--- src/rtl/ps2_pkg.sv ---
// Shared constants, FSM encoding and the parity helper for the PS/2 key receiver.
package ps2_pkg;

    localparam logic [7:0] BREAK_PREFIX = 8'hF0;
    localparam logic [7:0] EXT_PREFIX   = 8'hE0;
    localparam int         FRAME_BITS   = 11;

    typedef enum logic [1:0] {
        IDLE   = 2'd0,
        DATA   = 2'd1,
        PARITY = 2'd2,
        STOP   = 2'd3
    } state_t;

    // PS/2 uses odd parity across the eight data bits plus the parity bit.
    function automatic logic odd_parity_ok(input logic [7:0] data, input logic parity);
        return ^{data, parity};
    endfunction

endpackage

--- src/rtl/ps2_sync_edge.sv ---
// Brings ps2_clk/ps2_data into the clk domain and flags each ps2_clk falling edge.
module ps2_sync_edge #(
    parameter int SYNC_STAGES = 2
) (
    input  logic clk,
    input  logic reset,
    input  logic ps2_clk,
    input  logic ps2_data,
    output logic sync_data,
    output logic fe
);

    logic [SYNC_STAGES-1:0] clk_sync;
    logic [SYNC_STAGES-1:0] data_sync;
    logic                   prev_clk;

    // Lines idle high, so the chains reset to 1 to avoid a phantom edge on release.
    always_ff @(posedge clk or negedge reset) begin
        if (!reset) begin
            clk_sync  <= '1;
            data_sync <= '1;
            prev_clk  <= 1'b1;
        end else begin
            clk_sync  <= {clk_sync[SYNC_STAGES-2:0], ps2_clk};
            data_sync <= {data_sync[SYNC_STAGES-2:0], ps2_data};
            prev_clk  <= clk_sync[SYNC_STAGES-1];
        end
    end

    assign sync_data = data_sync[SYNC_STAGES-1];
    assign fe        = prev_clk & ~clk_sync[SYNC_STAGES-1];

endmodule

--- src/rtl/ps2_key_receiver.sv ---
// PS/2 frame deserialiser with make/break/extended decoding and single held-key tracking.
module ps2_key_receiver
    import ps2_pkg::*;
#(
    parameter int TIMEOUT_CYCLES = 50000,
    parameter int SYNC_STAGES    = 2
) (
    input  logic       clk,
    input  logic       reset,
    input  logic       ps2_clk,
    input  logic       ps2_data,
    output logic [7:0] key_in,
    output logic [7:0] scancode,
    output logic       scancode_valid,
    output logic       make_pulse,
    output logic       break_pulse,
    output logic       extended,
    output logic       frame_error
);

    localparam int               WD_W   = $clog2(TIMEOUT_CYCLES);
    localparam logic [WD_W-1:0]  WD_MAX = WD_W'(TIMEOUT_CYCLES - 1);

    state_t          state;
    state_t          state_next;
    logic            sync_data;
    logic            fe;
    logic [2:0]      bitcnt;
    logic [7:0]      shreg;
    logic            parity_bit;
    logic [WD_W-1:0] wd;
    logic            break_pend;
    logic            ext_pend;
    logic            timeout;
    logic            start_bad;
    logic            frame_end;
    logic            frame_ok;

    ps2_sync_edge #(.SYNC_STAGES(SYNC_STAGES)) u_sync (
        .clk       (clk),
        .reset     (reset),
        .ps2_clk   (ps2_clk),
        .ps2_data  (ps2_data),
        .sync_data (sync_data),
        .fe        (fe)
    );

    always_ff @(posedge clk or negedge reset) begin
        if (!reset) state <= IDLE;
        else        state <= state_next;
    end

    // NOTE: every signal gets a default before the case so no path can infer a latch.
    always_comb begin
        state_next = state;
        timeout    = 1'b0;
        start_bad  = 1'b0;
        frame_end  = 1'b0;
        case (state)
            IDLE: begin
                if (fe) begin
                    if (!sync_data) state_next = DATA;
                    else            start_bad  = 1'b1;
                end
            end
            DATA: begin
                if (fe && bitcnt == 3'd7) state_next = PARITY;
            end
            PARITY: begin
                if (fe) state_next = STOP;
            end
            STOP: begin
                if (fe) begin
                    frame_end  = 1'b1;
                    state_next = IDLE;
                end
            end
            default: state_next = IDLE;
        endcase
        // An edge landing on the terminal count wins over the watchdog.
        if (state != IDLE && !fe && wd == WD_MAX) begin
            timeout    = 1'b1;
            state_next = IDLE;
        end
    end

    assign frame_ok = frame_end && sync_data && odd_parity_ok(shreg, parity_bit);

    // NOTE: sequential state uses non-blocking assignments so every flop samples pre-edge values.
    always_ff @(posedge clk or negedge reset) begin
        if (!reset) begin
            bitcnt         <= 3'd0;
            shreg          <= 8'h00;
            parity_bit     <= 1'b0;
            wd             <= '0;
            break_pend     <= 1'b0;
            ext_pend       <= 1'b0;
            key_in         <= 8'h00;
            scancode       <= 8'h00;
            scancode_valid <= 1'b0;
            make_pulse     <= 1'b0;
            break_pulse    <= 1'b0;
            extended       <= 1'b0;
            frame_error    <= 1'b0;
        end else begin
            scancode_valid <= 1'b0;
            make_pulse     <= 1'b0;
            break_pulse    <= 1'b0;
            frame_error    <= start_bad | timeout | (frame_end & ~frame_ok);

            if (state == IDLE || fe || timeout) wd <= '0;
            else                                wd <= wd + 1'b1;

            if (state == IDLE || timeout) begin
                bitcnt <= 3'd0;
            end else if (state == DATA && fe) begin
                shreg[bitcnt] <= sync_data;
                bitcnt        <= bitcnt + 3'd1;
            end

            if (state == PARITY && fe) parity_bit <= sync_data;

            if (frame_ok) begin
                scancode       <= shreg;
                scancode_valid <= 1'b1;
                if (shreg == EXT_PREFIX) begin
                    ext_pend <= 1'b1;
                end else if (shreg == BREAK_PREFIX) begin
                    break_pend <= 1'b1;
                end else if (break_pend) begin
                    break_pulse <= 1'b1;
                    extended    <= ext_pend;
                    if (key_in == shreg) key_in <= 8'h00;
                    break_pend  <= 1'b0;
                    ext_pend    <= 1'b0;
                end else begin
                    make_pulse <= 1'b1;
                    extended   <= ext_pend;
                    key_in     <= shreg;
                    ext_pend   <= 1'b0;
                end
            end
        end
    end

endmodule

--- config.mk ---
export PLATFORM = sky130hd
export DESIGN_NAME = ps2_key_receiver
export DESIGN_NICKNAME = d
export VERILOG_FILES = /design/src/rtl/ps2_pkg.sv /design/src/rtl/ps2_sync_edge.sv /design/src/rtl/ps2_key_receiver.sv
export SDC_FILE = /design/constraint.sdc
export NUM_CORES = 1
export LEC_CHECK = 0
export ABC_AREA = 0
export CAP_MARGIN = 25
export CORE_ASPECT_RATIO = 1.5
export CORE_MARGIN = 2
export CORE_UTILIZATION = 46
export DETAILED_ROUTE_END_ITERATION = 16
export GPL_TIMING_DRIVEN = 0
export PLACE_DENSITY_LB_ADDON = 0.25
export SLEW_MARGIN = 5
export SYNTH_ARGS = -nofsm -noshare
export SYNTH_HDL_FRONTEND = slang
export SYNTH_SLANG_ARGS = --single-unit
--- constraint.sdc ---
create_clock -name clk -period 2 [get_ports clk]
set_input_delay 0.4 -clock clk [delete_from_list [all_inputs] [get_ports clk]]
set_output_delay 0.4 -clock clk [all_outputs]
set_load 0.05 [all_outputs]
==> After elaboration in Yosys (flattened, before gate mapping) <==
Index checks and enable logic that the tools add are counted.
W data, S select, Z words.
{ "op_classes": {"add_sub_neg": 2, "magnitude_cmp": 2, "eq_ne": 15, "mux": 33, "bitwise": 9, "reduce_logical": 22} }
{ "op_table": {"columns": ["op", "n"], "rows": [
  ["$mux W1", 19],
  ["$add A16 B1 Y16 const B", 1],
  ["$eq A16 B16 Y1 const B", 1],
  ["$eq A8 B8 Y1 const B", 2],
  ["$mux W16", 1],
  ["$mux W8", 2],
  ["$ne A3 B3 Y1 const B", 5],
  ["$mux W2", 6],
  ["$reduce_xor A9 Y1", 1],
  ["$bwmux W8", 1],
  ["$eq A8 B8 Y1", 1],
  ["$logic_and A1 B1 Y1", 8],
  ["$pmux W2 S4", 1],
  ["$mux W3", 2],
  ["$reduce_and A2 Y1", 3],
  ["$not A1 Y1", 5],
  ["$reduce_and A5 Y1", 1],
  ["$eq A2 B2 Y1 const B", 2],
  ["$lt A3 B4 Y1 const B", 1],
  ["$reduce_and A4 Y1", 1],
  ["$reduce_bool A2 Y1", 2],
  ["$add A3 B1 Y3 const B", 1],
  ["$demux W1 S3", 1],
  ["$eq A3 B3 Y1 const B", 1],
  ["other kinds (10)", 14]
]} }
{ "word_totals": {"regBits": 58, "input_bits": 4, "output_inout_bits": 21, "wordCells": 100} }

==> Longest topological paths before layout <==
{ "logic_depth": {"ltp_word": 9, "mapped_depth": 7, "mapped_depth_nobuf": 7} }

==> Hierarchy <==
A second synthesis with hierarchy kept.
{ "hier_totals": {"cells_unflattened": 304, "hier_area_um2": 3191.8} }
{ "by_module_without_submodules": {"columns": ["mod", "n_inst", "cells_per_inst", "area_each_um2", "seq_area_each_um2"], "rows": [
  ["ps2_key_receiver", 1, 298, 3046.7, 1326.3],
  ["ps2_sync_edge", 1, 6, 145.1, 131.4]
]} }

==> Worst setup path before layout <==
Ideal clock, no wire load.
{ "synth_path": {"path_kind": "register -> register", "from": "register u_sync.prev_clk", "to": "register shreg[4]", "arrival_ns": 1.822, "required_time_ns": 1.875, "setup_slack_ns": 0.053, "path_stages_with_launch": 7, "path_buffers": 1, "path_cell_list": "dfstp_2 > nor2b_1 > buf_2 > nand2_1 > or3_1 > nor3b_1 > mux2_2"} }
{ "synth_via": {"elab_chain_cells": 8, "word_cells_on_any_way": 9, "cone_classes": "1 x mux; 2 x bitwise; 6 x reduce/logical"} }
{ "synth_rtl": {"columns": ["element", "line_no", "source"], "rows": [
  ["start, declared", "ps2_sync_edge.sv:15", "logic prev_clk;"],
  ["start signal, assigned", "ps2_sync_edge.sv:26", "prev_clk <= clk_sync[SYNC_STAGES-1];"],
  ["$and A1 B1 Y1 (*)", "ps2_sync_edge.sv:31", "assign fe = prev_clk & ~clk_sync[SYNC_STAGES-1];"],
  ["$logic_not A1 Y1", "ps2_key_receiver.sv:81", "if (state != IDLE && !fe && wd == WD_MAX) begin"],
  ["$logic_and A1 B1 Y1 (2 in a row)", "ps2_key_receiver.sv:81", null],
  ["$mux W1", "ps2_key_receiver.sv:81", null],
  ["$logic_or A1 B1 Y1", "ps2_key_receiver.sv:114", "if (state == IDLE || timeout) begin"],
  ["$not A1 Y1 (no line)", null, null],
  ["$reduce_and A2 Y1 (no line) (*)", null, null],
  ["end signal, assigned by index", "ps2_key_receiver.sv:117", "shreg[bitcnt] <= sync_data;"],
  ["end, declared", "ps2_key_receiver.sv:29", "logic [7:0] shreg;"]
]} }
Mark *: on every way between the ends. The rest lies on a longest branch, timed or not.
A chain may end at the register's enable or synchronous reset.

==> Worst setup path after layout <==
{ "layout_path": {"from": "register shreg[5]", "to": "register scancode[5]"} }
{ "layout_via": {"elab_chain_cells": 2} }
{ "layout_rtl": {"columns": ["element", "line_no", "source"], "rows": [
  ["$reduce_xor A9 Y1", "ps2_pkg.sv:17", "return ^{data, parity};"],
  ["$logic_and A1 B1 Y1", "ps2_key_receiver.sv:87", "assign frame_ok = frame_end && sync_data && odd_parity_ok(shreg, parity_bit);"],
  ["end signal, assigned", "ps2_key_receiver.sv:124", "scancode <= shreg;"],
  ["end, declared", "ps2_key_receiver.sv:13", "output logic [7:0] scancode,"]
]} }
Parallel ways exist; a longest one is shown, timed or not.

==> impl.org <==
** Final layout
- Most frequent standard cell in the layout excluding fill and tap cells :: sky130_fd_sc_hd__dfrtp_1
- The number of antenna diodes in the final layout is 0.
- Of the cells placed in the final design, the portion with a size suffix greater than 1 is 28.5%.
- In the layout the commonest cells are sky130_fd_sc_hd__dfrtp_1 (49), sky130_fd_sc_hd__nor2_1 (24), sky130_fd_sc_hd__clkdlybuf4s50_1 (23).
- Final core occ :: 60.4%
- For this run, the post-layout net count is 294.
- From synthesis to final layout, the design area changed by 27.2%.

** Yosys
- In the synthesized netlist the dominant register cell turns out to be sky130_fd_sc_hd__dfrtp_1.
- Of all flip-flops after synthesis, the portion carrying an async set or reset was 100%.
- Number of warnings printed during yosys synthesis :: 0
- Number of flip-flops and latches in the synthesized netlist :: 58
- Gate Count Post-Synth :: 240
- Of all cell types, the one taking the most synthesized area is sky130_fd_sc_hd__dfrtp_1.
- In this run, synthesis inferred 0 flip-flops with an integrated enable.
- Largest cells by area after synthesis :: sky130_fd_sc_hd__dfrtp_1 (48%), sky130_fd_sc_hd__mux2_2 (6.9%), sky130_fd_sc_hd__xnor2_1 (5.4%), sky130_fd_sc_hd__dfstp_2 (4.7%), sky130_fd_sc_hd__nor2_1 (3.4%)
- Synthesized net count :: 251
- Top cell type's share of synthesized area :: 47.9%
- Part of the Yosys area used for sequential elements :: 52.7%
- Count of distinct cell types in the synthesized netlist :: between 40 and 50
- Averaged over all synthesized cells, the footprint is approximately 12 sq um.
- The mapped netlist covers about 2800 sq um.

** Global route
- Global routing consumed, over all layers together, 18.4% of the routing resources.
- Via count of the first global-routing pass :: 1979
- Global-route wire length before repair :: 9.16 mm
- Overflow after GRT :: 0
- Entering global routing, the biggest net connects 39 pins.
- Initial antenna violation count :: 0

** Critical path
- Master of the slowest instance on the critical path :: sky130_fd_sc_hd__xnor3_2
- Worst R2R Path Depth :: 5
- Data on the critical path is required at its endpoint by roughly 2.2 ns.
- Crit-path cells :: xnor2_2, xnor3_2, mux2i_4, buf_6, mux2_2
- Crit path buffers/inverters :: 1
- Crit. path cell count :: 5
- Data arrival time of the critical path :: 2.20 ns
- Register-to-register path setup slack :: 0.01 ns
- Critical Path Start Type :: flop
- Largest stage delay on the critical path :: 0.51 ns
- Of all nets on the critical path, the largest fanout is 10.
- Critical path's top delay family :: XOR/XNOR gates
- Kind of capture point of the worst setup path :: flop
- The endpoint identified for the worst register-to-register timing path is scancode[5].
- Path type of the worst setup path :: reg2reg
- Critical R2R Launch :: shreg[5]

** Timing
- Slew at the pin closest to its max-slew limit :: between 0.5 and 0.6 ns
- Final setup violation count :: 0
- Between clock sinks in the finished design, the worst skew comes to 0.00991 ns.
- Post-route setup slack :: 0.0105 ns
- Max-slew violation count :: 0
- Maximum operating frequency :: 0.503 GHz
- Measured against its own limit, the worst slew margin works out to 65.6%.
- Part of the cycle the worst path needs :: a little under 100%
- The final number of hold-violating endpoints is 0.
- Setup repair after global routing could not meet its margin everywhere.
- Adding up every negative setup slack in the final design gives 0 ns.
- Subtracting the final worst setup slack from the clock period gives 1.99 ns.

** Clock network
- Maximum buffer depth of the clock tree :: 2
- CTS tree :: built
- Buffers inserted during clock tree synthesis total 9.
- In this run the clock root is driven by a sky130_fd_sc_hd__clkbuf_8.
- Source-to-sink clock delay at the later pin of the worst-skew pair :: approximately 0.33 ns
- The clock tree synthesis step divided the H-tree into 3 levels.
- After clock tree synthesis, the clock-pin slew on the worst setup and hold paths is 0.07 ns.
- Count of hold buffers inserted by post-cts repair :: 0
- The tree built by TritonCTS fans out to 58 sinks.

** Floorplanning
- The floorplan step defined a die boundary enclosing 6660 sq um.
- Total core area :: 5830 sq um
- The die is 99.0 um tall.
- For this design the top-level I/O count stands at 25.
- Starting utilization of the core area :: 47.5%
- Horizontal die dimension :: 67.3 um
- In this run the core area contains 34 standard-cell rows.

** Detailed routing
- Iteration-0 DRC count of the detailed router :: 110
- After detailed routing, the number of vias per cell comes to 5.43.
- Vias after detailed routing :: about 2000
- In the final routed layout, each cell accounts on average for 14.8 um.
- Wires add up to 5.33 mm.
- Residual antenna-violating net count after detailed routing :: 0
- DRC errors left :: 0
- Router iterations before antenna repair :: 4

** Pwr
- P_sw :: ~1100 uW
- In this run the power density over the cells is 970 nW/um^2.
- Internal power of the cells :: 2340 uW
- Clock share of power :: 31.9%
- Of the total power, the share spent switching nets is 31.4%.
- Part of the power in combinational logic :: a little over a quarter
- Registers are responsible for 41.0% of the overall power.
- In this run the static leakage power is 0.00155 uW.
- Largest voltage drop on the vdd net :: ~0.00036 V

** Run
- Max-capacitance violation count :: 0

** Placement
- Timing analysis after detailed placement gives a worst setup slack of -0.172 ns.
- # port buffers :: 24
- The congestion estimate from routability-driven global placement came to 0.788.
- Detail Placement HPWL :: 3.71 mm

** Min path
- The worst hold path belongs to the class in2async.

** Run status
- The run finished with clean final reports.
==> state kept, by name, summed over array words and instances (netlist names) <==
| register | count |
|---|---|
| scancode | 8 |
| break_pend | 1 |
| shreg | 8 |
| scancode_valid | 1 |
| parity_bit | 1 |
| u_sync.data_sync | 2 |
| state | 2 |
| wd | 16 |
| bitcnt | 3 |
| u_sync.prev_clk | 1 |
| ext_pend | 1 |
| extended | 1 |
| frame_error | 1 |
| key_in | 8 |
| make_pulse | 1 |
| break_pulse | 1 |
| u_sync.clk_sync | 2 |
==> cell usage after synthesis, types with 2 or more instances <==
library cell	number
sky130_fd_sc_hd__mux2_2	17
sky130_fd_sc_hd__xor2_1	6
sky130_fd_sc_hd__dfstp_2	5
sky130_fd_sc_hd__a21oi_1	6
sky130_fd_sc_hd__nand3b_1	2
sky130_fd_sc_hd__nor4bb_1	2
sky130_fd_sc_hd__clkbuf_1	6
sky130_fd_sc_hd__and4_1	2
sky130_fd_sc_hd__inv_1	7
sky130_fd_sc_hd__nor3_1	5
sky130_fd_sc_hd__buf_2	2
sky130_fd_sc_hd__xnor2_1	17
sky130_fd_sc_hd__buf_4	2
sky130_fd_sc_hd__nand4_1	7
sky130_fd_sc_hd__nor2_1	25
sky130_fd_sc_hd__and3_1	2
sky130_fd_sc_hd__o21ai_0	8
sky130_fd_sc_hd__a211oi_1	2
sky130_fd_sc_hd__o21a_1	3
sky130_fd_sc_hd__dfrtp_1	53
sky130_fd_sc_hd__nand2_1	9
sky130_fd_sc_hd__nand3_1	11
sky130_fd_sc_hd__or3_1	5
sky130_fd_sc_hd__nand2b_1	2
sky130_fd_sc_hd__a22o_1	7
sky130_fd_sc_hd__ha_1	7
sky130_fd_sc_hd__nor3b_1	3
==> layer usage <==
| layer | part of all wire (%) | wire [um] | GRT usage [%] | vias to the layer above |
|---|---|---|---|---|
| met5 | 0 | 0 | 0 | - |
| met4 | 4.0 | 213 | 11.6 | 0 |
| met3 | 3.0 | 161 | 5.25 | 15 |
| met2 | 53 | 2820 | 29.6 | 33 |
| met1 | 40 | 2130 | 21.0 | 974 |
| li1 | - | - | - | 933 |
==> worst max path at each step <==
| stage | endpoint | slack (ns) | from |
|---|---|---|---|
| finish | scancode[5] | 0.01 | shreg[5] |
| global route | scancode[6] | -0.05 | shreg[4] |
| CTS | extended | 0.005 | shreg[5] |
| detailed placement | scancode[3] | -0.17 | shreg[2] |
| global placement | frame_error | -1.26 | reset |
| floorplan | shreg[4] | 0.05 | u_sync.prev_clk |
==> worst register-to-register path: stages (launching register included) <==
cell,delay (ns)
sky130_fd_sc_hd__dfrtp_2,0.42
sky130_fd_sc_hd__xnor2_2,0.14
sky130_fd_sc_hd__xnor3_2,0.51
sky130_fd_sc_hd__mux2i_4,0.28
sky130_fd_sc_hd__buf_6,0.18
sky130_fd_sc_hd__mux2_2,0.34
==> power by group through the flow <==
stage                     logic, uW  clock network (uW)  registers [uW]
after floorplan                 606                   0            1460
after global placement          871                   0            1390
after detailed placement        886                   0            1400
after CTS                       889                1120            1400
after global routing           1040                1190            1420
final                           927                1090            1400
==> logic make-up (layout without fill, tap and decap cells) <==
| group | after synthesis | count (layout) | share of synthesized area (%) |
|---|---|---|---|
| AO/OA/AOI/OAI | 31 | 31 | 7.51 |
| XOR/XNOR | 26 | 26 | 9.81 |
| adder cells (fa/ha/maj) | 7 | 7 | 3.17 |
| buffers and inverters | 18 | 66 | 3.08 |
| flip-flops | 58 | 58 | 52.7 |
| multiplexers | 19 | 19 | 8.23 |
| AND/OR/NAND/NOR | 81 | 81 | 15.5 |
==> per-stage QoR <==
stage                     hold slack [ns]  area (sq um)  power (uW)  std cells
after floorplan                     0.104          2770        2060        240
after global placement              0.346          3100        2260        336
after detailed placement            0.347          3110        2280        337
after CTS                          0.0212          3410        3410        354
after global routing               0.0475          3520        3650        360
final                              0.0208          3520        3410        360
==> area by class of cell <==
cell class / instances / area (sq um)
tap: 72 / 90.1
buffer: 7 / 46.3
timing repair buffer: 36 / 342
clock inverter: 5 / 52.6
fill: 487 / 2310
sequential: 58 / 1460
multi-input combinational: 164 / 1350
clock buffer: 11 / 151
inverter: 7 / 26.3
==> repair_timing <==
action / in CTS / in global routing
endpoints found under the setup margin: 28 / 23
pin swaps: 3 / 4
resized for setup: 16 / 18
buffers inserted: 4 / 7
(Power assumes the default switching activity.)
==> edit 1: new RTL, config.mk and constraints unchanged <==
The 4 states of `state_t` get a one-hot encoding in 4 bits.
--- a/src/rtl/ps2_pkg.sv
+++ b/src/rtl/ps2_pkg.sv
@@ -7,7 +7,7 @@
 
-    typedef enum logic [1:0] {
-        IDLE   = 2'd0,
-        DATA   = 2'd1,
-        PARITY = 2'd2,
-        STOP   = 2'd3
+    typedef enum logic [3:0] {
+        IDLE   = 4'b0001,
+        DATA   = 4'b0010,
+        PARITY = 4'b0100,
+        STOP   = 4'b1000
     } state_t;
Check against the original RTL: no difference found for any inputs over 10 cycles, from zero or initial values and one cycle with reset low; not proved beyond that.
==> edit 1 against the unedited design <==
- the run now ends with setup timing left
- wire length grew 0.68%
- final area shrank 1.5%
- first-iteration DRC count grew 77%
- worst setup slack lost 0.15 ns
- die area shrank 0.17%
- sequential share of layout area grew 2.2 points
- area after synthesis shrank 0.18%
- sequential cell count grew 2
- critical path depth is the same
- worst hold slack gained 0.024 ns
Power is not compared: it rests on default switching activity, and its combinational part moved more than twofold at a synthesized area within 25%.
==> edit 1: results (changes against the unedited design) <==
* Status: finished with violations (was complete, no violations)
* Synth cell count leaders: dfrtp_1 (54), nor2_1 (23), mux2_2 (17) (was dfrtp_1 (53), nor2_1 (25), mux2_2 (17), xnor2_1 (17), nand3_1 (11))
* Netlist cell types at 45 (was 44)
* WP data arrival at 2.37 ns (was 2.20 ns)
* Met1 Use GR at 0.224 (was 0.210)
* Vias in the first global route at 1958 (was 1979)
* Non-filler cells, final at 353 (was 360)
* GRT Util Overall at 0.190 (was 0.184)
* Setup ws final at -0.137 ns (was 0.0105 ns)
* CP max FO at 8 (was 10)
* DRT Pass-1 Iters at 7 (was 4)
* Number of instances in the placed design at 330 (was 337)
* Vias at 1933 (was 1955)
* Fill count at 516 (was 487)
* Setup_tns at -1.32 ns (was 0 ns)
* Final Setup Violations at 14 (was 0)
* Clock skew at 0.0113 ns (was 0.00991 ns)
* Reg2Reg Launch Point: u_sync.prev_clk (was shreg[5])
* Largest net degree at the start of global routing at 37 (was 39)
* Footprint of the multi-input gates at 1300 um^2 (was 1350 um^2)
* Syn_nets at 240 (was 251)
* Grt met3 use at 0.0548 (was 0.0525)
* HPWL Detailed at 3660 um (was 3710 um)
* GR Util met2 at 0.314 (was 0.296)
* Failing checks: setup timing
* Post-Synthesis Cells at 233 (was 240)
* GPL Wtd Cong at 0.777 (was 0.788)
* # nets final at 283 (was 294)
* Part of the Yosys area used for sequential elements at 0.546 (was 0.527)
* Synth area leaders: dfrtp_1 (49%), mux2_2 (6.9%), dfstp_2 (5.7%), xor2_1 (4.4%), a22o_1 (3.5%) (was dfrtp_1 (48%), mux2_2 (6.9%), xnor2_1 (5.4%), dfstp_2 (4.7%), nor2_1 (3.4%))
* Share of layout cells above drive strength 1 at 0.274 (was 0.285)
* DRT iter0 DRCs at 195 (was 110)
## edit 1: worst paths after layout
kind | depth (start not counted) | endpoint
worst max-delay path | 5 | key_in[7]
min in group clk | 0 | u_sync.clk_sync[1]
worst min register to register | 0 | u_sync.clk_sync[1]
worst min-delay path | 1 | make_pulse
max in group asynchronous | 2 | u_sync.data_sync[1]
worst max register to register | 5 | key_in[7]
## edit 1: power by group through the flow
stage | combinational [mW] | sequential, mW | clock [mW]
2_1_floorplan | 0.266 | 1.36 | 0
3_3_place_gp | 0.361 | 1.38 | 0
3_5_place_dp | 0.371 | 1.38 | 0
4_1_cts | 0.368 | 1.36 | 0.993
5_1_grt | 0.470 | 1.37 | 1.06
6_report | 0.419 | 1.36 | 0.964
## edit 1: layout make-up
cell class | instances | area share
clock inverters | 7 | 0.0155
multi-input cells | 162 | 0.375
clock buffers | 9 | 0.0357
repair buffers | 36 | 0.102
plain buffers | 2 | 0.00253
flip-flops and latches | 60 | 0.438
inverters | 5 | 0.00542
well taps | 72 | 0.0260
## edit 1: kinds of logic after synthesis
family,Yosys count,synth area share
AOI/OAI and AO/OA,27,0.0734
DFF,60,0.546
adders and majority gates,3,0.0136
muxes,18,0.0743
and+or+nand+nor,88,0.182
xor gates and xnor gates,26,0.0929
buffers and inverters,11,0.0172
## edit 1: metal layers
metal	wire [um]	share of wire
met5	0	0
met3	201	0.037
met1	2160	0.40
met2	2880	0.54
met4	121	0.023
## edit 1: timing repair
item	in CTS	in global routing
buffers inserted	6	6
hold buffers	0	0
gates cloned	0	0
setup endpoints to repair	37	41
gates resized for setup	16	16
pin swaps	10	8
## edit 1: critical path: stages (launching register included)
cell	delay, ns
dfstp_2	0.53
or4b_4	0.50
nor3b_4	0.25
mux2i_4	0.13
or3_4	0.40
a22o_1	0.22
==> edit 2: new RTL, config.mk and constraints unchanged <==
Made on the original files. `TIMEOUT_CYCLES`: 50000 -> 100000.
--- a/src/rtl/ps2_key_receiver.sv
+++ b/src/rtl/ps2_key_receiver.sv
@@ -4,3 +4,3 @@
 #(
-    parameter int TIMEOUT_CYCLES = 50000,
+    parameter int TIMEOUT_CYCLES = 100000,
     parameter int SYNC_STAGES    = 2
Function: no difference found for any inputs over 10 cycles, from zero or initial values and one cycle with reset low; that may be too few to reach the edited logic, so the function may still have changed.
==> edit 2 against the unedited design <==
- the flow now finishes with violations (setup timing)
- via count grew 1.9%
- area after synthesis increased by 3.0%
- core utilization fell by 1.2 points
- total power fell by 1.6%
- clock skew is 0.0028 ns lower
- worst setup slack worse by 0.054 ns
- synthesized cell count is 3.3% higher
- final area rose by 2.4%
- worst hold slack got worse by 0.018 ns
- maximum frequency down 2.6%
- wire length is 6.0% higher
- sequential cell count up 1
- cell count increased by 3.3%
==> edit 2: results (changes against the unedited design) <==
* Status: finished with violations (was complete, no violations)
* Failing checks: setup timing
* Fraction of area in registers at 0.413 (was 0.416)
* Dpl ws at -0.116 ns (was -0.172 ns)
* # nets final at 304 (was 294)
* Part of the Yosys area used for sequential elements at 0.520 (was 0.527)
* GRT Util Overall at 0.186 (was 0.184)
* Max FFs per register at 17 (was 16)
* Non-filler cells, final at 372 (was 360)
* First-pass GRT wire length at 9450 um (was 9160 um)
* CP max stage delay at 0.54 ns (was 0.51 ns)
* DRT iter0 DRCs at 73 (was 110)
* Maximum vdd drop at 0.503 mV (was 0.357 mV)
* GR Util met2 at 0.335 (was 0.296)
* Multi-input gates at 171 (was 164)
* GPL Wtd Cong at 0.774 (was 0.788)
* Setup ws final at -0.0434 ns (was 0.0105 ns)
* PD cells at 932 nW/um^2 (was 970 nW/um^2)
* Grt met3 use at 0.0448 (was 0.0525)
* Fill count at 511 (was 487)
* Gate power share at 0.292 (was 0.271)
* Synth cell count leaders: dfrtp_1 (54), nor2_1 (26), xnor2_1 (16) (was dfrtp_1 (53), nor2_1 (25), mux2_2 (17), xnor2_1 (17), nand3_1 (11))
* Buffers excl. clock at 45 (was 43)
* Sequential Power Share at 0.422 (was 0.410)
* Critical Path Source: shreg[5] (unchanged)
* Syn_nets at 259 (was 251)
* Sw frac at 0.349 (was 0.314)
* Static leakage at 1.69 nW (was 1.55 nW)
* Max Freq at 489 MHz (was 503 MHz)
* Slew of the pin with the lowest slew margin at 0.504 ns (was 0.514 ns)
* Largest net degree at the start of global routing at 40 (was 39)
* Layout clock area frac at 0.0497 (was 0.0580)
* Post-cts sizing count at 12 (was 16)
* Mean post-synth cell area at 11.5 um^2 (about the same)
* Netlist cell types at 45 (was 44)
* FF-to-FF path depth at 6 (was 5)
* WHS at 0.00308 ns (was 0.0208 ns)
* Layout non-clock buf frac at 0.122 (was 0.110)
* HPWL Detailed at 3750 um (was 3710 um)
* CP max FO at 5 (was 10)
* Number of instances in the placed design at 347 (was 337)
* Share of layout cells above drive strength 1 at 0.275 (was 0.285)
* Final Setup Violations at 8 (was 0)
* Post-DP Area at 3200 um^2 (was 3110 um^2)
* Clock skew at 0.00707 ns (was 0.00991 ns)
* Synth area leaders: dfrtp_1 (47%), xnor2_1 (4.9%), mux2_2 (4.7%), dfstp_2 (4.6%), nor2_1 (3.4%) (was dfrtp_1 (48%), mux2_2 (6.9%), xnor2_1 (5.4%), dfstp_2 (4.7%), nor2_1 (3.4%))
* Footprint of the multi-input gates at 1380 um^2 (was 1350 um^2)
* DRT Pass-1 Iters at 6 (was 4)
* TritonCTS Sinks at 59 (was 58)
* IO Port Bufs at 24 (unchanged)
* Reg2reg end: break_pend (was scancode[5])
* Met1 Use GR at 0.189 (was 0.210)
* Post-CTS Setup Inserts at 5 (was 4)
* Setup_tns at -0.215 ns (was 0 ns)
edit 2: cell types whose count changed in the layout (fill, tap and decap cells not counted), moves of 3 or more:
cell / before / now
and3_1: 2 / 5
clkdlybuf4s50_1: 23 / 18
clkinv_2: 3 / 0
clkinvlp_4: 1 / 5
dlymetal6s2s_1: 0 / 5
nand2_1: 7 / 13
xor2_1: 6 / 9
edit 2: logic make-up (layout without fill, tap and decap cells):
logic type | after synthesis | in the layout | share of synthesized area
and+or+nand+nor | 90 | 90 | 0.165
DFF | 59 | 59 | 0.520
xor gates and xnor gates | 28 | 28 | 0.102
AOI/OAI and AO/OA | 27 | 27 | 0.0663
muxes | 19 | 19 | 0.0865
buffers and inverters | 18 | 68 | 0.0294
adders and majority gates | 7 | 7 | 0.0307
edit 2: layer usage:
metal | wire length, um | part of all wire
met4 | 152 | 0.027
met2 | 3110 | 0.55
met5 | 0 | 0
met1 | 2220 | 0.39
met3 | 160 | 0.028
